**config.mk**
```make
export PLATFORM = sky130hd
export DESIGN_NAME = capture_ram_ctrl
export DESIGN_NICKNAME = d
export VERILOG_FILES = /design/src/rtl/capture_ram_ctrl.sv
export SDC_FILE = /design/constraint.sdc
export NUM_CORES = 2
export LEC_CHECK = 0
export ABC_AREA = 0
export BUFFER_PORTS_ARGS = -buffer_cell sky130_fd_sc_hd__buf_4
export CAP_MARGIN = 10
export CORE_ASPECT_RATIO = 0.8
export CORE_MARGIN = 4
export CORE_UTILIZATION = 50
export CTS_CLUSTER_DIAMETER = 80
export CTS_CLUSTER_SIZE = 10
export DETAILED_ROUTE_END_ITERATION = 10
export PLACE_DENSITY_LB_ADDON = 0.05
export SYNTH_ARGS = -nofsm -noshare
export SYNTH_HDL_FRONTEND = slang
export SYNTH_SLANG_ARGS = --single-unit
```
**constraint.sdc**
```tcl
create_clock -name rclk -period 7.1 [get_ports rclk]
set_input_delay 0.355 -clock rclk [delete_from_list [all_inputs] [get_ports rclk]]
set_output_delay 0.355 -clock rclk [all_outputs]
set_load 0.02 [all_outputs]
```
**src/rtl/capture_ram_ctrl.sv**
```systemverilog
// ---------------------------------------------------------------------------
// capture_ram_ctrl
//
// Circular sample buffer plus capture control for the scope front end.
// A capture runs in this order:
//   1. arm
//   2. PRE fill (trig_pos samples)
//   3. WAIT for a qualified trigger, still writing
//   4. POST fill (DEPTH-1-trig_pos samples)
//   5. DONE, where the buffer can be read out
// Read-out is trigger relative: logical index 0 is always the oldest sample.
//
// Optional feature: define CAPTURE_AUTO_TRIG_EN to force a trigger after
// AUTO_TO valid samples spent in WAIT. When the macro is undefined, auto_trig
// is tied low and WAIT lasts until a real trigger arrives.
//
// Ports:
//   rclk          clock
//   rst           synchronous active-high reset
//   arm           start / restart a capture (single-cycle pulse)
//   trig_pos      pre-trigger sample count, latched on arm
//   smpl_vld      smpl_data valid this cycle
//   smpl_data     NUM_CH samples, channel 0 in the LSBs
//   trig          trigger event, qualified by smpl_vld
//   rd_en         read request (accepted only in DONE)
//   rd_addr       logical read index, 0 = oldest sample
//   rd_data       read data, one cycle after an accepted rd_en
//   rd_vld        single-cycle pulse per accepted read
//   busy          capture in progress (PRE, WAIT, POST)
//   capture_done  capture complete (DONE)
//   trig_addr     physical address of the trigger sample
//   auto_trig     the capture was force-triggered by the timeout
// ---------------------------------------------------------------------------
module capture_ram_ctrl #(
  parameter int DATA_W  = 8,
  parameter int ADDR_W  = 9,
  parameter int NUM_CH  = 1,
  parameter int AUTO_TO = 1024
) (
  input  logic                     rclk,
  input  logic                     rst,
  input  logic                     arm,
  input  logic [ADDR_W-1:0]        trig_pos,
  input  logic                     smpl_vld,
  input  logic [NUM_CH*DATA_W-1:0] smpl_data,
  input  logic                     trig,
  input  logic                     rd_en,
  input  logic [ADDR_W-1:0]        rd_addr,
  output logic [NUM_CH*DATA_W-1:0] rd_data,
  output logic                     rd_vld,
  output logic                     busy,
  output logic                     capture_done,
  output logic [ADDR_W-1:0]        trig_addr,
  output logic                     auto_trig
);

  localparam int DEPTH  = 2**ADDR_W;
  localparam int WORD_W = NUM_CH*DATA_W;

  // Post-trigger count is DEPTH-1-trig_pos, which needs one extra bit of
  // headroom while it is being formed.
  localparam logic [ADDR_W:0] DEPTH_M1 = (ADDR_W+1)'(DEPTH-1);

  typedef enum logic [2:0] {
    S_IDLE,
    S_PRE,
    S_WAIT,
    S_POST,
    S_DONE
  } state_t;

  state_t state;

  logic [WORD_W-1:0] ram [DEPTH];

  logic [ADDR_W-1:0] waddr;
  logic [ADDR_W-1:0] trig_pos_q;
  logic [ADDR_W:0]   pre_cnt;
  logic [ADDR_W:0]   post_cnt;

  logic              wr_en;
  logic              rd_accept;
  logic              timeout;
  logic [ADDR_W:0]   pre_cnt_nxt;
  logic [ADDR_W:0]   post_init;
  logic [ADDR_W-1:0] start_addr;
  logic [ADDR_W-1:0] rd_phys;

  // arm pre-empts everything in its cycle, so it blocks both the write
  // and the read that would otherwise happen.
  assign wr_en     = !arm && smpl_vld &&
                     ((state == S_PRE) || (state == S_WAIT) || (state == S_POST));
  assign rd_accept = !arm && rd_en && (state == S_DONE);

  assign pre_cnt_nxt = pre_cnt + 1'b1;
  assign post_init   = DEPTH_M1 - {1'b0, trig_pos_q};

  // The oldest sample sits trig_pos entries before the trigger. Both
  // subtraction and addition wrap naturally at ADDR_W bits (mod DEPTH).
  assign start_addr = trig_addr - trig_pos_q;
  assign rd_phys    = start_addr + rd_addr;

`ifdef CAPTURE_AUTO_TRIG_EN
  localparam int TO_W = $clog2(AUTO_TO + 1);
  localparam logic [TO_W-1:0] TO_LAST = TO_W'(AUTO_TO - 1);

  logic [TO_W-1:0] wait_cnt;

  // wait_cnt holds the number of valid samples already taken in WAIT, so
  // the sample arriving when it equals AUTO_TO-1 is the AUTO_TO-th one.
  assign timeout = (wait_cnt == TO_LAST);
`else
  assign timeout   = 1'b0;
  assign auto_trig = 1'b0;
`endif

  // Capture FSM.
  // busy and capture_done are registered together with the state
  // transitions, so they always match the state being entered.
  always_ff @(posedge rclk) begin
    if (rst) begin
      state        <= S_IDLE;
      waddr        <= '0;
      trig_pos_q   <= '0;
      pre_cnt      <= '0;
      post_cnt     <= '0;
      trig_addr    <= '0;
      busy         <= 1'b0;
      capture_done <= 1'b0;
`ifdef CAPTURE_AUTO_TRIG_EN
      auto_trig    <= 1'b0;
      wait_cnt     <= '0;
`endif
    end else if (arm) begin
      trig_pos_q   <= trig_pos;
      waddr        <= '0;
      pre_cnt      <= '0;
      busy         <= 1'b1;
      capture_done <= 1'b0;
      state        <= (trig_pos == '0) ? S_WAIT : S_PRE;
`ifdef CAPTURE_AUTO_TRIG_EN
      auto_trig    <= 1'b0;
      wait_cnt     <= '0;
`endif
    end else begin
      if (wr_en) begin
        waddr <= waddr + 1'b1;
      end

      case (state)
        S_PRE: begin
          if (wr_en) begin
            pre_cnt <= pre_cnt_nxt;
            if (pre_cnt_nxt == {1'b0, trig_pos_q}) begin
              state <= S_WAIT;
`ifdef CAPTURE_AUTO_TRIG_EN
              wait_cnt <= '0;
`endif
            end
          end
        end

        S_WAIT: begin
          if (wr_en) begin
            if (trig || timeout) begin
              // The trigger sample is written at the current waddr, so that
              // (pre-increment) address becomes the trigger reference.
              trig_addr <= waddr;
              post_cnt  <= post_init;
`ifdef CAPTURE_AUTO_TRIG_EN
              auto_trig <= !trig;
`endif
              if (post_init == '0) begin
                state        <= S_DONE;
                busy         <= 1'b0;
                capture_done <= 1'b1;
              end else begin
                state <= S_POST;
              end
            end else begin
`ifdef CAPTURE_AUTO_TRIG_EN
              wait_cnt <= wait_cnt + 1'b1;
`endif
            end
          end
        end

        S_POST: begin
          if (wr_en) begin
            post_cnt <= post_cnt - 1'b1;
            if (post_cnt == (ADDR_W+1)'(1)) begin
              state        <= S_DONE;
              busy         <= 1'b0;
              capture_done <= 1'b1;
            end
          end
        end

        default: begin
        end
      endcase
    end
  end

  // Sample RAM write port. No reset, so it maps onto block RAM.
  // The contents survive rst.
  always_ff @(posedge rclk) begin
    if (wr_en) begin
      ram[waddr] <= smpl_data;
    end
  end

  // Read port with a registered output. Writes never happen in DONE, so a
  // read cannot collide with a write. rd_data keeps its last value when no
  // read is accepted.
  always_ff @(posedge rclk) begin
    if (rst) begin
      rd_data <= '0;
      rd_vld  <= 1'b0;
    end else begin
      rd_vld <= rd_accept;
      if (rd_accept) begin
        rd_data <= ram[rd_phys];
      end
    end
  end

endmodule

```
# == Word-level counts from Yosys, hierarchy flattened ==
# Memory sizes are Yosys's and may differ from the RTL's. A register that Yosys moved wholly into a read port is not among the register bits.
# Index checks and enable logic that the tools add are counted.
# classes
n_bitwise,1
order_cmp,0
div,0
multipliers,0
muxes,29
shifts,0
reduce_logical,19
n_eq_ne,18
add_sub_neg,6
# ops
cell,n
2-to-1 mux 10 bit,3
2-to-1 mux 3 bit,8
case mux 10 bit (2 select lines),1
2-to-1 mux 1 bit,13
inequality test 3 bit (second input constant),4
AND reduction 6 bit,2
adder 10 x 1 -> 10 bit (second input constant),1
equality test 10 x 1 -> 1 bit (second input constant),1
equality test 10 x 9 -> 1 bit,1
logical NOT 10 bit,1
subtractor 10 x 1 -> 10 bit (second input constant),1
subtractor 9 x 9 -> 10 bit (first input constant),1
adder 9 x 1 -> 9 bit (second input constant),1
adder 9 bit,1
logical NOT 9 bit,1
inequality test 3 x 2 -> 1 bit (second input constant),3
case mux 3 bit (3 select lines),1
subtractor 9 bit,1
AND reduction 7 bit,1
equality test 3 x 2 -> 1 bit (second input constant),2
inequality test 2 bit (second input constant),3
AND reduction 5 bit,1
logical AND 1 bit,4
inequality test 2 x 1 -> 1 bit (second input constant),2
13 further kinds,15
# word_totals
regBits,53
latchBits,0
in_bits,32
memories,1
out_inout_bits,21
romBits,0
wordCells,83
ram_bits,4096
# memory_table
memory,depth,width,read_ports,rd_ports_with_merged_regs,wr,line,source
ram,512,8,1,1,1,74,logic [WORD_W-1:0] ram [DEPTH];

# == Logic depth before layout (Yosys ltp) ==
# depth
depth_word,7
ltp_mapped,21
depth_no_buf,15

# == Least setup slack after synthesis ==
# Ideal clock, no wire load.
# synth_timing
path_type,register to register
from,register trig_addr[0]
to,"register rd_data[0], read port of ram"
arrival_time_ns,3.939
path_stages_with_launch,18
setup_time_ns,0.120
required_time_ns,6.980
path_slack_ns,3.042
n_path_buf,3
synth_period_minus_slack_ns,4.058
cell_sequence,dfxtp_1 > inv_1 > ha_1 > inv_1 > ha_1 > inv_1 > fa_1 > xnor2_2 > buf_6 > buf_6 > buf_2 > mux4_2 > mux4_2 > nand2_1 > nand3_1 > nand2_1 > nor4_1 > a211o_1
# synth_between
elab_chain_len,2
# synth_rtl
item,line,source
"start, declared",53,"output logic [ADDR_W-1:0] trig_addr,"
"start signal, assigned",168,trig_addr <= waddr;
subtractor 9 bit,100,assign start_addr = trig_addr - trig_pos_q;
adder 9 bit,101,assign rd_phys = start_addr + rd_addr;
"end, declared",49,"output logic [NUM_CH*DATA_W-1:0] rd_data,"
# Every way passes these cells.
# A chain may end at the register's enable or synchronous reset.

# == Final worst setup path ==
# layout_timing
from,register trig_pos_q[0]
to,"register rd_data[1], read port of ram"
# layout_between
elab_chain_len,2
# layout_rtl
item,line,source
"start, declared",77,logic [ADDR_W-1:0] trig_pos_q;
"start signal, assigned",135,trig_pos_q <= trig_pos;
subtractor 9 bit,100,
adder 9 bit,101,
# Every way passes these cells.

==> run summary <==
======================================================================================
Result of the run                                                            completed
Worst Setup Start Kind                                                        register
Data arrival at the endpoint of the critical path                              7.37 ns
Sequential-to-total area share from yosys stat                                   76.6%
Largest net degree at the start of global routing                                  188
Growth of design area from synthesis to finish                                   11.3%
Worst-path cell with the longest stage delay                                      fa_4
Setup repair after global routing missed its margin                              false
Cts bufs inserted                                                                  457
Largest fanout on the critical path                                                 48
Buffers from clock root to sink, at most                                             4
Clock transition at path regs                                                  0.06 ns
Data required time of the critical path                                        7.96 ns
Share of cells above drive strength 1                                            23.8%
Pins over their slew limit                                                           0
Area share of the largest cell type after synthesis                              75.8%
Tcrit/Tclk final                                                                 91.6%
Prevailing post-synth register cell                                           edfxtp_1
Origin of the worst setup path                                            trig_pos_q[0]$_SDFFE_PP0P_
Slew at the pin with the worst max-slew slack                                  1.29 ns
Initial antenna violation count                                                     31
Width of the chip                                                               645 um
Placed instance count                                                            11800
Area of the die                                                             0.334 mm^2
Post-synthesis sequential element count                                           4157
Total wire length after detailed routing                                        450 mm
Routed len/inst                                                                36.3 um
Cell taking the most area after synthesis                                     edfxtp_1
TritonCTS clock tree                                                             built
Max-Cap Viols                                                                        0
Syn Inst Count                                                                    7697
Reg-to-reg critical path startpoint                                       trig_pos_q[0]$_SDFFE_PP0P_
Max-slew headroom at the worst pin                                               13.9%
GRT Residual Overflow                                                                0
Period minus WS final                                                          6.50 ns
Global-route usage over all layers                                               26.9%
DRC violation count after routing                                                    0
Leakage power                                                                0.0559 uW
Initial Util                                                                     50.4%
Syn Nets                                                                          7753
Via count of the first global-routing pass                                       80000
Total core area                                                             0.322 mm^2
Number of enable flip-flop cells after synthesis                                  4096
Count of boundary I/O pins                                                          53
Site row count                                                                     186
Worst hold start                                                          smpl_data[5]
Crit path largest cell delay                                                   1.41 ns
Vias after detailed routing                                                      80800
Critical path, cell by cell                                               ha_1 -> inv_1 -> ha_4 -> inv_1 -> fa_4 -> buf_4 -> buf_12 -> mux4_2 -> mux4_2 -> nor2_1 -> o21ai_0 -> nand4_1 -> nor4b_1 -> a211o_1
Hold Worst Slack                                                             0.0183 ns
Buffer cell driving the clock tree root                                      clkbuf_16
Routability congestion estimate from global placement                            0.838
Final net count                                                                   8047
Number of nets with antenna violations after detailed routing                        0
Pwr/cell area                                                              311 mW/mm^2
Number of sinks driven by the clock tree                                          4157
Crit Path Category                                                        register to register
Starting DRT DRC Count                                                           11200
Count of input and output buffers                                                   51
Most instantiated library cell after synthesis                                edfxtp_1
Final Util                                                                       56.1%
Via-per-instance ratio                                                            6.51
Number of setup violations in the final report                                       0
Highest clock rate                                                           0.154 GHz
Final hold violations                                                                0
Height of the die                                                               517 um
Hold Crit Class                                                           input pin to register
Final Cell Area                                                             0.181 mm^2
Post-Place Cell Area                                                        0.168 mm^2
Number of setup buffers added after CTS                                              0
Fin cells                                                                        12400
Global-route wire length before repair                                          633 mm
CP endpoint kind                                                              register
Fraction of registers with async set/reset                                          0%
Peak supply drop                                                              0.211 mV
Main area contributors after synthesis                                    edfxtp_1 (76%), mux4_2 (15%), nor2_1 (1.4%)
Number of iterations in the first detailed-routing pass                              5
Total number of yosys warnings                                                       0
Most common library cells after synthesis                                 edfxtp_1 (4096), mux4_2 (1112), nor2_1 (624)
Post-synthesis cell area                                                    0.162 mm^2
Final TNS setup                                                                   0 ns
Clk Latency, worst-skew pair                                                   0.93 ns
Post-synthesis average cell area                                             21.1 um^2
HPWL after detailed placement                                                   271 mm
Number of distinct standard cells referenced by the synthesized netlist             78
Clock Skew                                                                   0.0462 ns
Total number of H-tree levels                                                        5
======================================================================================
timing repair:
item | CTS | global route
hold buffers | 27 | 0
gates resized for setup | 0 | 0
hold endpoints to repair | 291 | 0
placed cells by master (no fill, tap or decap), drive strengths merged, types with 27 or more instances in the layout:
cell,n
inv,51
nor2,625
dlygate4sd3,27
edfxtp,4096
a21oi,57
nand2,482
clkbuf,521
nand4,28
mux2i,162
o21ai,68
nor3,31
mux4,1112
buf,267
a32oi,49
dfxtp,61
nand3,100
cell families (layout without fill, tap and decap cells):
group	after synthesis	count (layout)	share of synthesized area, %
flip-flops	4157	4157	76.6
AND/OR/NAND/NOR	1350	1350	3.43
multiplexers	1280	1280	16.5
buffers and inverters	500	870	1.57
AO/OA/AOI/OAI	347	347	1.52
XOR/XNOR	38	38	0.219
adder cells (fa/ha/maj)	24	24	0.222
other	1	10	0.00231
layout make-up:
cell class	count	area, um^2
tap	4324	5410
inverter	41	154
antenna	9	22.5
multi-input combinational	3040	35800
fill	24000	141000
clock inverter	14	166
timing repair buffer	294	2970
sequential	4157	124000
clock buffer	521	11900
routing by layer:
layer  global-route usage [%]  up-vias  share of wire, %
met3                     5.09      630               8.9
li1                         -    32200                 -
met5                    0.172        -             0.024
met4                     7.44        6               2.9
met2                     39.9     4013                45
met1                     41.4    43900                43
sequential cells by signal, summed over array words and instances (netlist names):
name and cells:
post_cnt 10, capture_done 1, trig_pos_q 9, rd_vld 1, state 3, busy 1, rd_data 8, trig_addr 9
ram 4096, pre_cnt 10, waddr 9
critical path: cells and delay by family (launching register included):
kind                     cells  cell delay, ns
flip-flops                   1            0.46
AND/OR/NAND/NOR              3            1.75
multiplexers                 2            0.63
adder cells (fa/ha/maj)      3            1.85
AO/OA/AOI/OAI                2            0.78
buffers and inverters        4            0.82
path summary, 6_finish.rpt:
path                               end  slack, ns  cells past startpoint
max            rd_data[1]$_SDFFE_PP0P_       0.60                     14
min              ram[350][5]$_DFFE_PP_       0.02                      1
max reg2reg    rd_data[1]$_SDFFE_PP0P_       0.60                     14
min reg2reg  capture_done$_SDFFE_PP0P_       0.45                      2
where the power goes:
part           leakage [uW]  internal, uW  switching (uW)
logic                0.0127          3090            5710
clock network       0.00590         11600            8890
registers            0.0373         27000            9.50
per-stage QoR:
stage / setup WS [ns] / total power [uW]
6_report: 0.595 / 56200
5_1_grt: 0.562 / 57900
4_1_cts: 0.766 / 56600
3_5_place_dp: 0.796 / 36300
3_3_place_gp: 0.558 / 36200
2_1_floorplan: 3.04 / 32200
(Power assumes the default switching activity.)
